### src/rtl/spi_ram_pkg.sv
// Shared definitions for the multi-port SPI front end to a single serial RAM:
// opcodes, per-port state encoding and the opcode decoder.
package spi_ram_pkg;

  localparam int BYTE_WIDTH = 8;

  localparam logic [BYTE_WIDTH-1:0] OP_READ_STATUS   = 8'h01;
  localparam logic [BYTE_WIDTH-1:0] OP_WRITE_COMMAND = 8'h02;
  localparam logic [BYTE_WIDTH-1:0] OP_ACCESS_RAM    = 8'h03;

  typedef enum logic [2:0] {
    IDLE,
    OPCODE,
    READ_STATUS,
    WRITE_COMMAND,
    RAM_REQ,
    RAM,
    DENIED,
    IGNORE
  } port_state_e;

  function automatic port_state_e decode_opcode(input logic [BYTE_WIDTH-1:0] op);
    port_state_e st;
    case (op)
      OP_READ_STATUS:   st = READ_STATUS;
      OP_WRITE_COMMAND: st = WRITE_COMMAND;
      OP_ACCESS_RAM:    st = RAM_REQ;
      default:          st = IGNORE;
    endcase
    return st;
  endfunction

endpackage

### src/rtl/spi_ram_arbiter_port.sv
// One SPI slave port: input synchronisers, edge strobes, opcode/byte FSM,
// RAM request handshake and MISO source selection.
module spi_slave_port
  import spi_ram_pkg::*;
#(
  parameter int SYNC_STAGES = 2
) (
  input  logic                  clk,
  input  logic                  reset_n,
  input  logic                  nss,
  input  logic                  sck,
  input  logic                  mosi,
  input  logic                  ram_miso,
  input  logic [BYTE_WIDTH-1:0] status_byte,
  input  logic                  grant_win,
  output logic                  req,
  output logic                  nss_fwd,
  output logic                  sck_fwd,
  output logic                  mosi_fwd,
  output logic                  miso,
  output logic [BYTE_WIDTH-1:0] command,
  output logic                  command_valid
);

  localparam int CNT_W = $clog2(BYTE_WIDTH);

  logic [SYNC_STAGES-1:0] nss_sync_q, nss_sync_d;
  logic [SYNC_STAGES-1:0] sck_sync_q, sck_sync_d;
  logic [SYNC_STAGES-1:0] mosi_sync_q, mosi_sync_d;
  logic nss_prev_q, nss_prev_d, sck_prev_q, sck_prev_d, mosi_prev_q, mosi_prev_d;
  logic nss_rise_q, nss_rise_d, nss_fall_q, nss_fall_d;
  logic sck_rise_q, sck_rise_d, sck_fall_q, sck_fall_d;

  port_state_e           state_q, state_d;
  logic [CNT_W-1:0]      bit_cnt_q, bit_cnt_d;
  logic [BYTE_WIDTH-1:0] rx_q, rx_d, tx_q, tx_d, cmd_q, cmd_d;
  logic                  miso_q, miso_d, cmd_valid_q, cmd_valid_d;
  logic [BYTE_WIDTH-1:0] rx_byte;
  logic                  byte_done;

  always_comb begin
    nss_sync_d  = {nss_sync_q[SYNC_STAGES-2:0], nss};
    sck_sync_d  = {sck_sync_q[SYNC_STAGES-2:0], sck};
    mosi_sync_d = {mosi_sync_q[SYNC_STAGES-2:0], mosi};
    nss_prev_d  = nss_sync_q[SYNC_STAGES-1];
    sck_prev_d  = sck_sync_q[SYNC_STAGES-1];
    mosi_prev_d = mosi_sync_q[SYNC_STAGES-1];
    nss_rise_d  = nss_sync_q[SYNC_STAGES-1] & ~nss_prev_q;
    nss_fall_d  = ~nss_sync_q[SYNC_STAGES-1] & nss_prev_q;
    sck_rise_d  = sck_sync_q[SYNC_STAGES-1] & ~sck_prev_q;
    sck_fall_d  = ~sck_sync_q[SYNC_STAGES-1] & sck_prev_q;
  end

  // mosi_prev_q is aligned with the sck_rise_q strobe, so it is the sampled bit.
  assign rx_byte   = {mosi_prev_q, rx_q[BYTE_WIDTH-1:1]};
  assign byte_done = sck_rise_q && (bit_cnt_q == CNT_W'(BYTE_WIDTH - 1));

  always_comb begin
    state_d     = state_q;
    bit_cnt_d   = bit_cnt_q;
    rx_d        = rx_q;
    tx_d        = tx_q;
    miso_d      = miso_q;
    cmd_d       = cmd_q;
    cmd_valid_d = 1'b0;
    if (nss_rise_q) begin
      state_d   = IDLE;
      bit_cnt_d = '0;
      miso_d    = 1'b0;
    end else if (nss_fall_q) begin
      state_d   = OPCODE;
      bit_cnt_d = '0;
      miso_d    = 1'b0;
    end else begin
      if (sck_rise_q && state_q != IDLE) begin
        rx_d      = rx_byte;
        bit_cnt_d = bit_cnt_q + 1'b1;
      end
      case (state_q)
        OPCODE: begin
          miso_d = 1'b0;
          if (byte_done) begin
            state_d = decode_opcode(rx_byte);
            if (decode_opcode(rx_byte) == READ_STATUS) begin
              tx_d   = status_byte;
              miso_d = status_byte[0];
            end
          end
        end
        READ_STATUS: begin
          if (byte_done) begin
            tx_d   = status_byte;
            miso_d = status_byte[0];
          end else if (sck_fall_q) begin
            miso_d = tx_q[bit_cnt_q];
          end
        end
        WRITE_COMMAND: begin
          miso_d = 1'b0;
          if (byte_done) begin
            cmd_d       = rx_byte;
            cmd_valid_d = 1'b1;
          end
        end
        RAM_REQ: begin
          state_d = grant_win ? RAM : DENIED;
          miso_d  = grant_win ? ram_miso : 1'b1;
        end
        RAM:     miso_d = ram_miso;
        DENIED:  miso_d = 1'b1;
        default: miso_d = 1'b0;
      endcase
    end
  end

  // nss synchronisers reset low: a port whose select is held low across reset
  // sees no falling edge and so cannot start a session until re-selected.
  always_ff @(posedge clk or negedge reset_n) begin
    if (!reset_n) begin
      nss_sync_q  <= '0;
      sck_sync_q  <= '0;
      mosi_sync_q <= '0;
      nss_prev_q  <= 1'b0;
      sck_prev_q  <= 1'b0;
      mosi_prev_q <= 1'b0;
      nss_rise_q  <= 1'b0;
      nss_fall_q  <= 1'b0;
      sck_rise_q  <= 1'b0;
      sck_fall_q  <= 1'b0;
      state_q     <= IDLE;
      bit_cnt_q   <= '0;
      rx_q        <= '0;
      tx_q        <= '0;
      miso_q      <= 1'b0;
      cmd_q       <= '0;
      cmd_valid_q <= 1'b0;
    end else begin
      nss_sync_q  <= nss_sync_d;
      sck_sync_q  <= sck_sync_d;
      mosi_sync_q <= mosi_sync_d;
      nss_prev_q  <= nss_prev_d;
      sck_prev_q  <= sck_prev_d;
      mosi_prev_q <= mosi_prev_d;
      nss_rise_q  <= nss_rise_d;
      nss_fall_q  <= nss_fall_d;
      sck_rise_q  <= sck_rise_d;
      sck_fall_q  <= sck_fall_d;
      state_q     <= state_d;
      bit_cnt_q   <= bit_cnt_d;
      rx_q        <= rx_d;
      tx_q        <= tx_d;
      miso_q      <= miso_d;
      cmd_q       <= cmd_d;
      cmd_valid_q <= cmd_valid_d;
    end
  end

  assign req           = (state_q == RAM_REQ) && !nss_rise_q;
  assign nss_fwd       = nss_prev_q;
  assign sck_fwd       = sck_prev_q;
  assign mosi_fwd      = mosi_prev_q;
  assign miso          = miso_q;
  assign command       = cmd_q;
  assign command_valid = cmd_valid_q;

endmodule

### src/rtl/spi_ram_arbiter.sv
// NUM_PORTS SPI slave ports sharing one serial RAM through a round-robin
// arbiter; the granted port's synchronised bus is registered onto the RAM pins.
module spi_ram_arbiter
  import spi_ram_pkg::*;
#(
  parameter int NUM_PORTS   = 2,
  parameter int SYNC_STAGES = 2
) (
  input  logic                             clk,
  input  logic                             reset_n,
  input  logic [NUM_PORTS-1:0]             spi_nss,
  input  logic [NUM_PORTS-1:0]             spi_sck,
  input  logic [NUM_PORTS-1:0]             spi_mosi,
  output logic [NUM_PORTS-1:0]             spi_miso,
  output logic                             ram_nss,
  output logic                             ram_sck,
  output logic                             ram_mosi,
  input  logic                             ram_miso,
  input  logic [BYTE_WIDTH*NUM_PORTS-1:0]  status_in,
  output logic [BYTE_WIDTH*NUM_PORTS-1:0]  command_out,
  output logic [NUM_PORTS-1:0]             command_valid,
  output logic [NUM_PORTS-1:0]             ram_grant
);

  localparam int PTR_W = (NUM_PORTS > 1) ? $clog2(NUM_PORTS) : 1;

  logic [NUM_PORTS-1:0] req, win, nss_fwd, sck_fwd, mosi_fwd;
  logic [NUM_PORTS-1:0] grant_q, grant_d;
  logic [PTR_W-1:0]     last_q, last_d;
  logic                 ram_nss_q, ram_nss_d, ram_sck_q, ram_sck_d, ram_mosi_q, ram_mosi_d;
  logic                 found;
  int                   idx;

  generate
    for (genvar gi = 0; gi < NUM_PORTS; gi++) begin : g_port
      spi_slave_port #(
        .SYNC_STAGES(SYNC_STAGES)
      ) u_port (
        .clk          (clk),
        .reset_n      (reset_n),
        .nss          (spi_nss[gi]),
        .sck          (spi_sck[gi]),
        .mosi         (spi_mosi[gi]),
        .ram_miso     (ram_miso),
        .status_byte  (status_in[BYTE_WIDTH*gi +: BYTE_WIDTH]),
        .grant_win    (win[gi]),
        .req          (req[gi]),
        .nss_fwd      (nss_fwd[gi]),
        .sck_fwd      (sck_fwd[gi]),
        .mosi_fwd     (mosi_fwd[gi]),
        .miso         (spi_miso[gi]),
        .command      (command_out[BYTE_WIDTH*gi +: BYTE_WIDTH]),
        .command_valid(command_valid[gi])
      );
    end
  endgenerate

  // Only an idle bus can be granted, so requests during a session or in its
  // release clock are denied and ram_nss is high for at least one clock.
  always_comb begin
    grant_d = grant_q;
    last_d  = last_q;
    win     = '0;
    found   = 1'b0;
    idx     = 0;
    if (|grant_q) begin
      if (|(grant_q & nss_fwd)) grant_d = '0;
    end else begin
      for (int k = 1; k <= NUM_PORTS; k++) begin
        idx = int'(last_q) + k;
        if (idx >= NUM_PORTS) idx = idx - NUM_PORTS;
        if (!found && req[idx]) begin
          found    = 1'b1;
          win[idx] = 1'b1;
          last_d   = PTR_W'(idx);
        end
      end
      grant_d = win;
    end
  end

  always_comb begin
    ram_nss_d  = 1'b1;
    ram_sck_d  = 1'b0;
    ram_mosi_d = 1'b0;
    if (|grant_d) begin
      ram_nss_d  = |(grant_d & nss_fwd);
      ram_sck_d  = |(grant_d & sck_fwd);
      ram_mosi_d = |(grant_d & mosi_fwd);
    end
  end

  always_ff @(posedge clk or negedge reset_n) begin
    if (!reset_n) begin
      grant_q    <= '0;
      last_q     <= PTR_W'(NUM_PORTS - 1);
      ram_nss_q  <= 1'b1;
      ram_sck_q  <= 1'b0;
      ram_mosi_q <= 1'b0;
    end else begin
      grant_q    <= grant_d;
      last_q     <= last_d;
      ram_nss_q  <= ram_nss_d;
      ram_sck_q  <= ram_sck_d;
      ram_mosi_q <= ram_mosi_d;
    end
  end

  assign ram_grant = grant_q;
  assign ram_nss   = ram_nss_q;
  assign ram_sck   = ram_sck_q;
  assign ram_mosi  = ram_mosi_q;

endmodule

### config.mk
export PLATFORM = sky130hd
export DESIGN_NAME = spi_ram_arbiter
export DESIGN_NICKNAME = d
export VERILOG_FILES = /design/src/rtl/spi_ram_pkg.sv /design/src/rtl/spi_ram_arbiter_port.sv /design/src/rtl/spi_ram_arbiter.sv
export SDC_FILE = /design/constraint.sdc
export NUM_CORES = 1
export LEC_CHECK = 0
export BUFFER_PORTS_ARGS = -buffer_cell sky130_fd_sc_hd__buf_2
export CORE_MARGIN = 4
export CORE_UTILIZATION = 57
export DETAILED_ROUTE_END_ITERATION = 10
export PLACE_DENSITY = 0.79
export SETUP_SLACK_MARGIN = 0.4
export SYNTH_ARGS = -nofsm -noshare
export SYNTH_HDL_FRONTEND = slang
export SYNTH_SLANG_ARGS = --single-unit
export TNS_END_PERCENT = 1
### constraint.sdc
create_clock -name clk -period 2.4 [get_ports clk]
set_input_delay 0.24 -clock clk [delete_from_list [all_inputs] [get_ports clk]]
set_output_delay 0.24 -clock clk [all_outputs]
set_load 0.02 [all_outputs]
==> results of run 1 <==
==> Yosys cell counts, types with 2 or more instances <==
cell and count:
a21oi_1 9, a22o_1 3, a31o_2 2, a31oi_1 4
buf_2 5, buf_4 7, dfrtp_1 92, dfstp_2 2
ha_1 4, inv_1 6, mux2_2 46, mux2i_1 4
mux4_2 4, nand2_1 18, nand2b_1 6, nand3_1 6
nand3b_1 2, nand4_1 5, nand4b_1 2, nor2_1 22
nor2b_1 8, nor3b_1 2, nor4_1 2, nor4_4 2
o21a_1 2, o21ai_0 4, or2_2 3, or3_1 2
or4_1 3, xor2_1 4
==> state kept, by name, indices dropped and copies added (netlist names), 4 cells and up <==
name / cells
g_port.u_port.rx_q: 14
g_port.u_port.sck_sync_q: 4
g_port.u_port.tx_q: 16
g_port.u_port.nss_sync_q: 4
g_port.u_port.command: 16
g_port.u_port.bit_cnt_q: 6
g_port.u_port.mosi_sync_q: 4
g_port.u_port.state_q: 6
==> power groups by stage <==
stage	registers, mW	logic (mW)	clock network (mW)
after floorplan	1.78	0.162	0
after global placement	1.81	0.223	0
after detailed placement	1.82	0.233	0
after CTS	1.79	0.279	1.31
after global routing	1.81	0.313	1.38
final	1.79	0.277	1.28
==> per-layer routing <==
layer / routed length, um / part of all wire (%)
met5: 0 / 0
met4: 142 / 2.0
met3: 295 / 4.1
met2: 3370 / 47
met1: 3360 / 47
==> final timing paths <==
| kind | endpoint | slack [ps] | depth (start not counted) | start |
|---|---|---|---|---|
| hold / removal | g_port[0].u_port.tx_q[4]$_DFFE_PN0P_ | 100 | 2 | status_in[4] |
| max in group asynchronous | g_port[1].u_port.state_q[2]$_DFFE_PN0P_ | 1230 | 3 | reset_n |
| setup / recovery | g_port[0].u_port.tx_q[5]$_DFFE_PN0P_ | 370 | 6 | g_port[0].u_port.rx_q[6]$_DFFE_PN0P_ |
| setup reg to reg | g_port[0].u_port.tx_q[5]$_DFFE_PN0P_ | 370 | 6 | g_port[0].u_port.rx_q[6]$_DFFE_PN0P_ |
| hold reg to reg | g_port[0].u_port.nss_sync_q[1]$_DFF_PN0_ | 350 | 0 | g_port[0].u_port.nss_sync_q[0]$_DFF_PN0_ |
| min in group asynchronous | g_port[0].u_port.tx_q[4]$_DFFE_PN0P_ | 430 | 2 | reset_n |
==> kinds of logic (layout without fill, tap and decap cells) <==
logic type	count (synthesis)	after routing	synth area share [%]
flip-flops	94	94	59.0
AND/OR/NAND/NOR	91	91	13.2
multiplexers	54	54	16.2
AO/OA/AOI/OAI	36	36	6.65
buffers and inverters	18	89	2.51
XOR/XNOR	5	5	1.10
adder cells (fa/ha/maj)	4	4	1.25
==> area by class of cell <==
type	count	share of cell area (%)
inverter	6	0.477
clock buffer	10	2.92
clock inverter	6	2.44
timing repair buffer	67	8.56
tap	96	2.55
multi-input combinational	190	33.2
sequential	94	49.9
==> timing repair <==
item,in CTS,in global routing
endpoints found under the setup margin,26,46
pin swaps,2,0
buffers inserted,4,0
resized for setup,4,3
hold buffers,7,0
endpoints found under the hold margin,55,0
==> critical path: cells and delay by family (launching register included) <==
| family | cells | cell delay (ps) |
|---|---|---|
| buffers and inverters | 1 | 180 |
| flip-flops | 1 | 420 |
| AO/OA/AOI/OAI | 1 | 100 |
| AND/OR/NAND/NOR | 3 | 870 |
| multiplexers | 1 | 350 |
==> per-stage QoR <==
stage	cell area, um^2	utilization [%]	power, mW	setup slack, ps	instances
finish	4720	69.5	3.35	366	469
global route	4720	69.5	3.50	265	469
CTS	4710	69.3	3.37	379	469
detailed placement	4330	63.8	2.05	256	442
global placement	4330	63.8	2.03	343	442
floorplan	3990	-	1.94	528	302
==> impl_metrics.py, run 1 <==
metrics = {
    "run_status": {
        "outcome": "completed",
    },
    "drt": {
        "postRouteAntennaNets": 0,
        "firstDrtPassIters": 4,
        "drc": 0,
        "drt-vias-per-instance": 5.47,
        "vias": 2566,
        "drt-initial-drc-count": 146,
        "routed_wl_um": 7170,
        "drt-wirelength-per-cell_um": 15.3,
    },
    "cts": {
        "cts_max_level": 3,
        "cts_buffer_depth": 2,
        "numCtsBuffers": 9,
        "cts_root_buf": "clkbuf_8",
        "clk_pin_slew_ps": 90,
        "tritoncts": "built",
        "worstSkewPairLatency_ps": 360,
        "cts.sinks": 94,
    },
    "logic_synthesis": {
        "yosysTopAreaCellShare_pct": 57.7,
        "synth_top_area_cell": "dfrtp_1",
        "syn_area_per_cell_um2": 13.2,
        "ys_ff_latch": 94,
        "syn_inst": 302,
        "synthTopCellsByArea": "dfrtp_1 (58%), mux2_2 (13%), mux4_2 (2.3%)",
        "synth_edf_count": 0,
        "synth_cell_types": 51,
        "netlist_area_um2": 3990,
        "synth_warnings": 0,
        "ys_async_sr_fraction_pct": 100,
        "yosysSeqAreaShare_pct": 59.0,
        "synthFlopType": "dfrtp_1",
        "syn_nets": 331,
    },
    "global_routing": {
        "grt_usage_pct": 19.1,
        "grt-ovfl-total": 0,
        "grt_use_met1_pct": 25.3,
        "grt_max_degree": 54,
        "busiest_layer": "met2",
        "grt_antenna_before_repair": 0,
        "use_met2_pct": 29.6,
        "grt_pass1_vias": 2661,
        "grt_pass1_wl_um": 12700,
        "use_met3_pct": 5.17,
    },
    "min_path": {
        "hold_class": "in -> reg",
    },
    "layout": {
        "drive_gt1_share_pct": 39.1,
        "ff_latch_area_um2": 2350,
        "area_growth_pct": 18.3,
        "nNetsFinal": 397,
        "final_common_cell": "dfrtp_1",
        "fillers": 465,
        "antenna_cells": 0,
        "multiInputGateArea_um2": 1570,
        "mostFrequentLayoutCells": "dfrtp_1 (92), buf_2 (48), mux2_2 (46)",
    },
    "worst_setup_path": {
        "cp_slowest_stage_delay_ps": 420,
        "cp_cell_sequence": "nor4_4, and3_4, a31oi_4, nor4_4, buf_6, mux2_2",
        "crit_fanout": 8,
        "critPathLaunchType": "register",
        "cp_data_arrival_time_ps": 2280,
        "path_class": "reg -> reg",
        "endpoint_kind": "register",
        "required_ps": 2640,
        "critical_path.most_common_cell": "nor4_4",
        "slowest_stage": "dfrtp_1",
    },
    "timing": {
        "fin_crit_ps": 2030,
        "fmax_ghz": 0.492,
        "hold_violations": 0,
        "tns_ps": 0,
        "finClkSkew_ps": 8.48,
        "slew_violations": 0,
        "rsz0062_at_grt": "true",
        "period_share_pct": 84.7,
        "worst-slew-pin-transition_ps": 623,
        "setup_viol_count_final": 0,
        "holdWs_ps": 100,
        "relSlewSlack_pct": 57.9,
    },
    "power_and_ir_drop": {
        "ir_drop_mv": 0.620,
        "cellPowerDensity_nw_per_um2": 709,
        "power_frac_clock_pct": 38.2,
        "seqPwrFrac_pct": 53.5,
        "switchingPower_uw": 787,
        "cell_internal_pwr_mw": 2.56,
        "p_leak_nw": 2.22,
        "p_sw_share_pct": 23.5,
        "combPwrFrac_pct": 8.3,
    },
    "floorplanning": {
        "coreArea_um2": 6790,
        "io_pins": 50,
        "die_h_um": 91.7,
        "placementRows": 30,
        "dieArea_um2": 8400,
        "start_util_pct": 58.7,
        "fp.dieW_um": 91.7,
    },
    "job": {
        "max-cap-violations": 0,
    },
    "placed_design": {
        "io_buffers": 49,
        "place_congestion": 0.827,
        "dp_hpwl_um": 4800,
    },
}
No activity file was read; power rests on OpenSTA's default activity.
==> run 2, diff against run 1 <==
==> constraint.sdc (replaced) <==
create_clock -name clk -period 2.02 [get_ports clk]
set_input_delay 0.202 -clock clk [delete_from_list [all_inputs] [get_ports clk]]
set_output_delay 0.202 -clock clk [all_outputs]
set_load 0.02 [all_outputs]
==> run 2 against run 1 <==
Effect of this change: register-to-register slack worse by 210 ps; final cell count is 3.4% higher; combinational power is 30% higher; die area stayed put; wire length is 4.8% higher; worst setup slack worse by 210 ps; sequential cell count stayed put; utilization is 1.8 points higher; critical path depth stayed put; sequential share of layout area is 1.2 points lower.
==> impl_metrics.py, run 2 (synthesized netlist as in run 1, its figures left out) <==
metrics = {
    "placed_design": {
        "numPlacedInstances": 454,
        "dp_hpwl_um": 5200,
        "io_buffers": 49,
        "place_congestion": 0.925,
        "placed_cell_area_um2": 4440,
        "post-place-ws_ps": -29.8,
    },
    "timing": {
        "setup_viol_count_final": 0,
        "slew_violations": 0,
        "holdWs_ps": 63.7,
        "hold_violations": 0,
        "relSlewSlack_pct": 65.7,
        "worst-slew-pin-transition_ps": 515,
        "finClkSkew_ps": 8.02,
        "fin_ws_ps": 157,
        "fin_crit_ps": 1860,
        "period_share_pct": 92.2,
        "rsz0062_at_grt": "true",
        "tns_ps": 0,
        "fmax_ghz": 0.537,
    },
    "floorplanning": {
        "io_pins": 50,
        "start_util_pct": 58.7,
        "fp.dieW_um": 91.7,
        "placementRows": 30,
        "die_h_um": 91.7,
        "dieArea_um2": 8400,
        "coreArea_um2": 6790,
    },
    "worst_setup_path": {
        "critical_path.most_common_cell": "nor4_4",
        "endpoint_kind": "register",
        "rr_startpoint": "g_port[0].u_port.rx_q[7]$_DFFE_PN0P_",
        "r2r_slack_ps": 160,
        "critical_path_buf_inv_count": 1,
        "path_class": "reg -> reg",
        "required_ps": 2270,
        "critPathTopFamily": "simple AND/OR/NAND/NOR gates",
        "cp_slowest_stage_delay_ps": 430,
        "slowest_stage": "dfrtp_1",
        "crit_fanout": 8,
        "cp_cell_sequence": "nor4_4, and3_4, a31oi_4, nor4_4, buf_6, mux2_2",
        "cp_data_arrival_time_ps": 2110,
        "critPathLaunchType": "register",
        "reg2reg_depth": 6,
        "worstReg2RegEnd": "g_port[0].u_port.tx_q[3]$_DFFE_PN0P_",
    },
    "drt": {
        "drt-initial-drc-count": 149,
        "drc": 0,
        "vias": 2593,
        "drt-vias-per-instance": 5.35,
        "routed_wl_um": 7510,
        "postRouteAntennaNets": 0,
        "firstDrtPassIters": 4,
        "drt-wirelength-per-cell_um": 15.5,
    },
    "cts": {
        "cts.sinks": 94,
        "numCtsBuffers": 9,
        "cts_buffer_depth": 2,
        "tritoncts": "built",
        "cts_root_buf": "clkbuf_8",
        "worstSkewPairLatency_ps": 360,
        "clk_pin_slew_ps": 90,
        "cts_max_level": 3,
    },
    "global_routing": {
        "busiest_layer": "met2",
        "grt_max_degree": 42,
        "grt_use_met1_pct": 26.8,
        "grt_antenna_before_repair": 0,
        "use_met3_pct": 5.00,
        "grt_pass1_vias": 2744,
        "grt-ovfl-total": 0,
        "grt_usage_pct": 19.7,
        "grt_pass1_wl_um": 13100,
        "use_met2_pct": 29.6,
    },
    "min_path": {
        "min_to": "g_port[1].u_port.tx_q[6]$_DFFE_PN0P_",
        "hold_class": "in -> reg",
        "hold_depth": 2,
        "hp-start": "status_in[14]",
    },
    "layout": {
        "final_cells": 485,
        "mostFrequentLayoutCells": "dfrtp_1 (90), buf_2 (48), mux2_2 (46)",
        "antenna_cells": 0,
        "nNetsFinal": 413,
        "final_common_cell": "dfrtp_1",
        "fillers": 462,
        "final_cell_area_um2": 4840,
        "area_growth_pct": 21.5,
        "utilization_pct": 71.3,
        "drive_gt1_share_pct": 42.2,
    },
    "power_and_ir_drop": {
        "ir_drop_mv": 0.834,
        "p_leak_nw": 2.29,
        "cellPowerDensity_nw_per_um2": 796,
        "power_mw": 3.86,
    },
    "job": {
        "max-cap-violations": 0,
    },
    "run_status": {
        "outcome": "completed",
    },
}
## run 2: cell types whose count changed in the layout (fill, tap and decap cells not counted), sizes merged
| cell | delta |
|---|---|
| buf | +16 |
| clkinvlp | +1 |
| bufinv | -1 |
## run 2: what timing repair did
item | 4_1_cts | 5_1_grt
endpoints found under the hold margin | 43 | 0
endpoints found under the setup margin | 51 | 59
setup buffers | 6 | 2
hold buffers | 7 | 0
pin swaps | 3 | 2
gates resized for setup | 8 | 5
## run 2: final cells by class
class	count	area [um^2]	share of cell area [%]
repair buffers	83	541	11.2
clock buffers	10	128	2.63
clock inverters	6	92.6	1.91
multi-input cells	190	1580	32.7
flip-flops and latches	94	2360	48.7
well taps	96	120	2.48
inverters	6	22.5	0.465
## run 2: how the worst max path moves through the flow
stage,start,to,slack [ps],depth (start not counted)
finish,g_port[0].u_port.rx_q[7]$_DFFE_PN0P_,g_port[0].u_port.tx_q[3]$_DFFE_PN0P_,160,6
global placement,g_port[1].u_port.bit_cnt_q[0]$_DFFE_PN0P_,g_port[1].u_port.tx_q[1]$_DFFE_PN0P_,110,6
floorplan,g_port[0].u_port.rx_q[6]$_DFFE_PN0P_,g_port[0].u_port.tx_q[0]$_DFFE_PN0P_,170,5
detailed placement,g_port[1].u_port.bit_cnt_q[0]$_DFFE_PN0P_,g_port[1].u_port.tx_q[7]$_DFFE_PN0P_,-30,6
global route,g_port[0].u_port.rx_q[7]$_DFFE_PN0P_,g_port[0].u_port.tx_q[3]$_DFFE_PN0P_,50,6
CTS,g_port[0].u_port.rx_q[7]$_DFFE_PN0P_,g_port[0].u_port.tx_q[3]$_DFFE_PN0P_,140,6
## run 2: report_power, final
group          internal [mW]  switching [mW]  total [mW]
clock                  0.706           0.671        1.38
combinational          0.196           0.164       0.360
sequential              2.00           0.118        2.12
total                   2.90           0.954        3.86
## run 2: layer usage
metal | up-vias | share of wire (%)
met1 | 1285 | 46
met5 | - | 0
met3 | 14 | 4.0
met2 | 48 | 48
li1 | 1246 | -
met4 | 0 | 2.5
==> run 3, diff against run 2 <==
--- a/config.mk
+++ b/config.mk
@@ -5,7 +5,7 @@
 export SDC_FILE = /design/constraint.sdc
 export NUM_CORES = 1
 export LEC_CHECK = 0
-export BUFFER_PORTS_ARGS = -buffer_cell sky130_fd_sc_hd__buf_2
+export BUFFER_PORTS_ARGS = -buffer_cell sky130_fd_sc_hd__buf_4
 export CORE_MARGIN = 4
 export CORE_UTILIZATION = 57
 export DETAILED_ROUTE_END_ITERATION = 10
==> run 3 against run 2 <==
Effect of this change: global-route usage decreased by 0.79 points; fmax increased by 0.65%; power increased by 4.0%; worst setup slack improved by 12 ps; worst hold slack improved by 1.9 ps; critical endpoint is now g_port[1].u_port.miso$_DFFE_PN0P_; largest cell class unchanged.
==> impl_metrics.py, run 3 (synthesized netlist as in run 1, its figures left out) <==
metrics = {
    "floorplanning": {
        "dieArea_um2": 8400,
        "io_pins": 50,
        "fp.dieW_um": 91.7,
        "placementRows": 30,
        "coreArea_um2": 6790,
        "start_util_pct": 58.7,
        "die_h_um": 91.7,
    },
    "min_path": {
        "min_to": "g_port[0].u_port.tx_q[3]$_DFFE_PN0P_",
        "hp-start": "status_in[3]",
        "hold_depth": 2,
        "hold_class": "in -> reg",
    },
    "drt": {
        "vias": 2598,
        "drc": 0,
        "drt-wirelength-per-cell_um": 15.0,
        "firstDrtPassIters": 4,
        "drt-initial-drc-count": 161,
        "drt-vias-per-instance": 5.37,
        "routed_wl_um": 7280,
        "postRouteAntennaNets": 0,
    },
    "placed_design": {
        "io_buffers": 49,
        "dp_hpwl_um": 4930,
        "numPlacedInstances": 454,
        "place_congestion": 0.967,
    },
    "worst_setup_path": {
        "crit_fanout": 4,
        "critical_path.most_common_cell": "ha_1",
        "critPathTopFamily": "simple AND/OR/NAND/NOR gates",
        "critPathLaunchType": "register",
        "cp_slowest_stage_delay_ps": 530,
        "required_ps": 2290,
        "critical_path_buf_inv_count": 0,
        "endpoint_kind": "register",
        "rr_startpoint": "g_port[1].u_port.bit_cnt_q[0]$_DFFE_PN0P_",
        "slowest_stage": "or4_1",
        "cp_cell_sequence": "ha_1, ha_1, and2_1, or4_1, a41oi_1",
        "cp_data_arrival_time_ps": 2120,
        "worstReg2RegEnd": "g_port[1].u_port.miso$_DFFE_PN0P_",
        "path_class": "reg -> reg",
        "r2r_slack_ps": 170,
        "reg2reg_depth": 5,
    },
    "power_and_ir_drop": {
        "cellPowerDensity_nw_per_um2": 806,
        "ir_drop_mv": 0.626,
        "p_leak_nw": 2.32,
    },
    "timing": {
        "fmax_ghz": 0.540,
        "rsz0062_at_grt": "true",
        "hold_violations": 0,
        "finClkSkew_ps": 8.75,
        "slew_violations": 0,
        "worst-slew-pin-transition_ps": 575,
        "tns_ps": 0,
        "period_share_pct": 91.6,
        "fin_crit_ps": 1850,
        "setup_viol_count_final": 0,
        "relSlewSlack_pct": 61.7,
    },
    "global_routing": {
        "grt_usage_pct": 18.9,
        "grt_max_degree": 44,
        "grt_pass1_vias": 2748,
        "grt_pass1_wl_um": 12600,
        "grt-ovfl-total": 0,
        "grt_antenna_before_repair": 0,
    },
    "cts": {
        "cts.sinks": 94,
        "cts_max_level": 3,
        "clk_pin_slew_ps": 90,
        "cts_root_buf": "clkbuf_8",
        "worstSkewPairLatency_ps": 360,
        "tritoncts": "built",
        "numCtsBuffers": 9,
        "cts_buffer_depth": 2,
    },
    "layout": {
        "drive_gt1_share_pct": 42.0,
        "antenna_cells": 0,
        "final_cells": 484,
        "final_common_cell": "dfrtp_1",
        "area_growth_pct": 24.8,
        "nNetsFinal": 412,
        "mostFrequentLayoutCells": "dfrtp_1 (91), buf_4 (73), mux2_2 (46)",
    },
    "job": {
        "max-cap-violations": 0,
    },
    "run_status": {
        "outcome": "completed",
    },
}
==> run 3: area by class of cell <==
cell class / instances / area, um^2
Multi-Input combinational cell: 190 / 1590
Clock buffer: 10 / 128
Fill cell: 419 / 1820
Clock inverter: 6 / 115
Timing Repair Buffer: 82 / 649
Tap cell: 96 / 120
Sequential cell: 94 / 2360
Inverter: 6 / 22.5
==> run 3: how the worst max path moves through the flow <==
stage                                                         start                              endpoint  slack, ps  depth (start not counted)
after floorplan                g_port[0].u_port.rx_q[6]$_DFFE_PN0P_  g_port[0].u_port.tx_q[0]$_DFFE_PN0P_        170                          5
after global placement    g_port[1].u_port.bit_cnt_q[0]$_DFFE_PN0P_  g_port[1].u_port.tx_q[1]$_DFFE_PN0P_        100                          6
after detailed placement  g_port[1].u_port.bit_cnt_q[0]$_DFFE_PN0P_  g_port[1].u_port.tx_q[7]$_DFFE_PN0P_         30                          6
after CTS                      g_port[0].u_port.rx_q[6]$_DFFE_PN0P_  g_port[0].u_port.tx_q[0]$_DFFE_PN0P_        170                          6
after global routing           g_port[0].u_port.rx_q[6]$_DFFE_PN0P_  g_port[0].u_port.tx_q[2]$_DFFE_PN0P_         80                          6
final                     g_port[1].u_port.bit_cnt_q[0]$_DFFE_PN0P_     g_port[1].u_port.miso$_DFFE_PN0P_        170                          5
==> run 3: what timing repair did <==
item,4_1_cts,5_1_grt
setup buffers,5,2
pin swaps,2,1
setup endpoints to repair,49,56
resized for setup,9,2
cloned,0,0
hold buffers,7,0
hold endpoints to repair,46,0
==> run 3: through the flow <==
| stage | hold WS, ps | instance area (um^2) | setup slack (ps) | util, % | total power [mW] |
|---|---|---|---|---|---|
| final | 65.7 | 4980 | 169 | 73.3 | 4.01 |
| after global routing | 50.0 | 4980 | 81.9 | 73.3 | 4.19 |
| after CTS | 54.3 | 4960 | 170 | 73.0 | 4.03 |
| after detailed placement | 237 | 4560 | 31.5 | 67.1 | 2.47 |
| after global placement | 235 | 4560 | 97.9 | 67.1 | 2.45 |
| after floorplan | -93.6 | 3990 | 170 | - | 2.31 |
==> run 3: per-layer routing <==
metal / global-route usage [%] / wire (um) / part of all wire (%) / vias to the layer above
met5: 0 / 0 / 0 / -
met4: 8.54 / 128 / 1.8 / 0
met3: 4.76 / 276 / 3.8 / 10
met2: 29.7 / 3460 / 47 / 46
met1: 24.9 / 3420 / 47 / 1293
li1: - / - / - / 1249
==> run 3: where the power goes <==
part / switching, mW / internal [mW] / total [mW]
Sequential: 0.120 / 2.00 / 2.12
Clock: 0.668 / 0.832 / 1.50
Combinational: 0.171 / 0.221 / 0.391
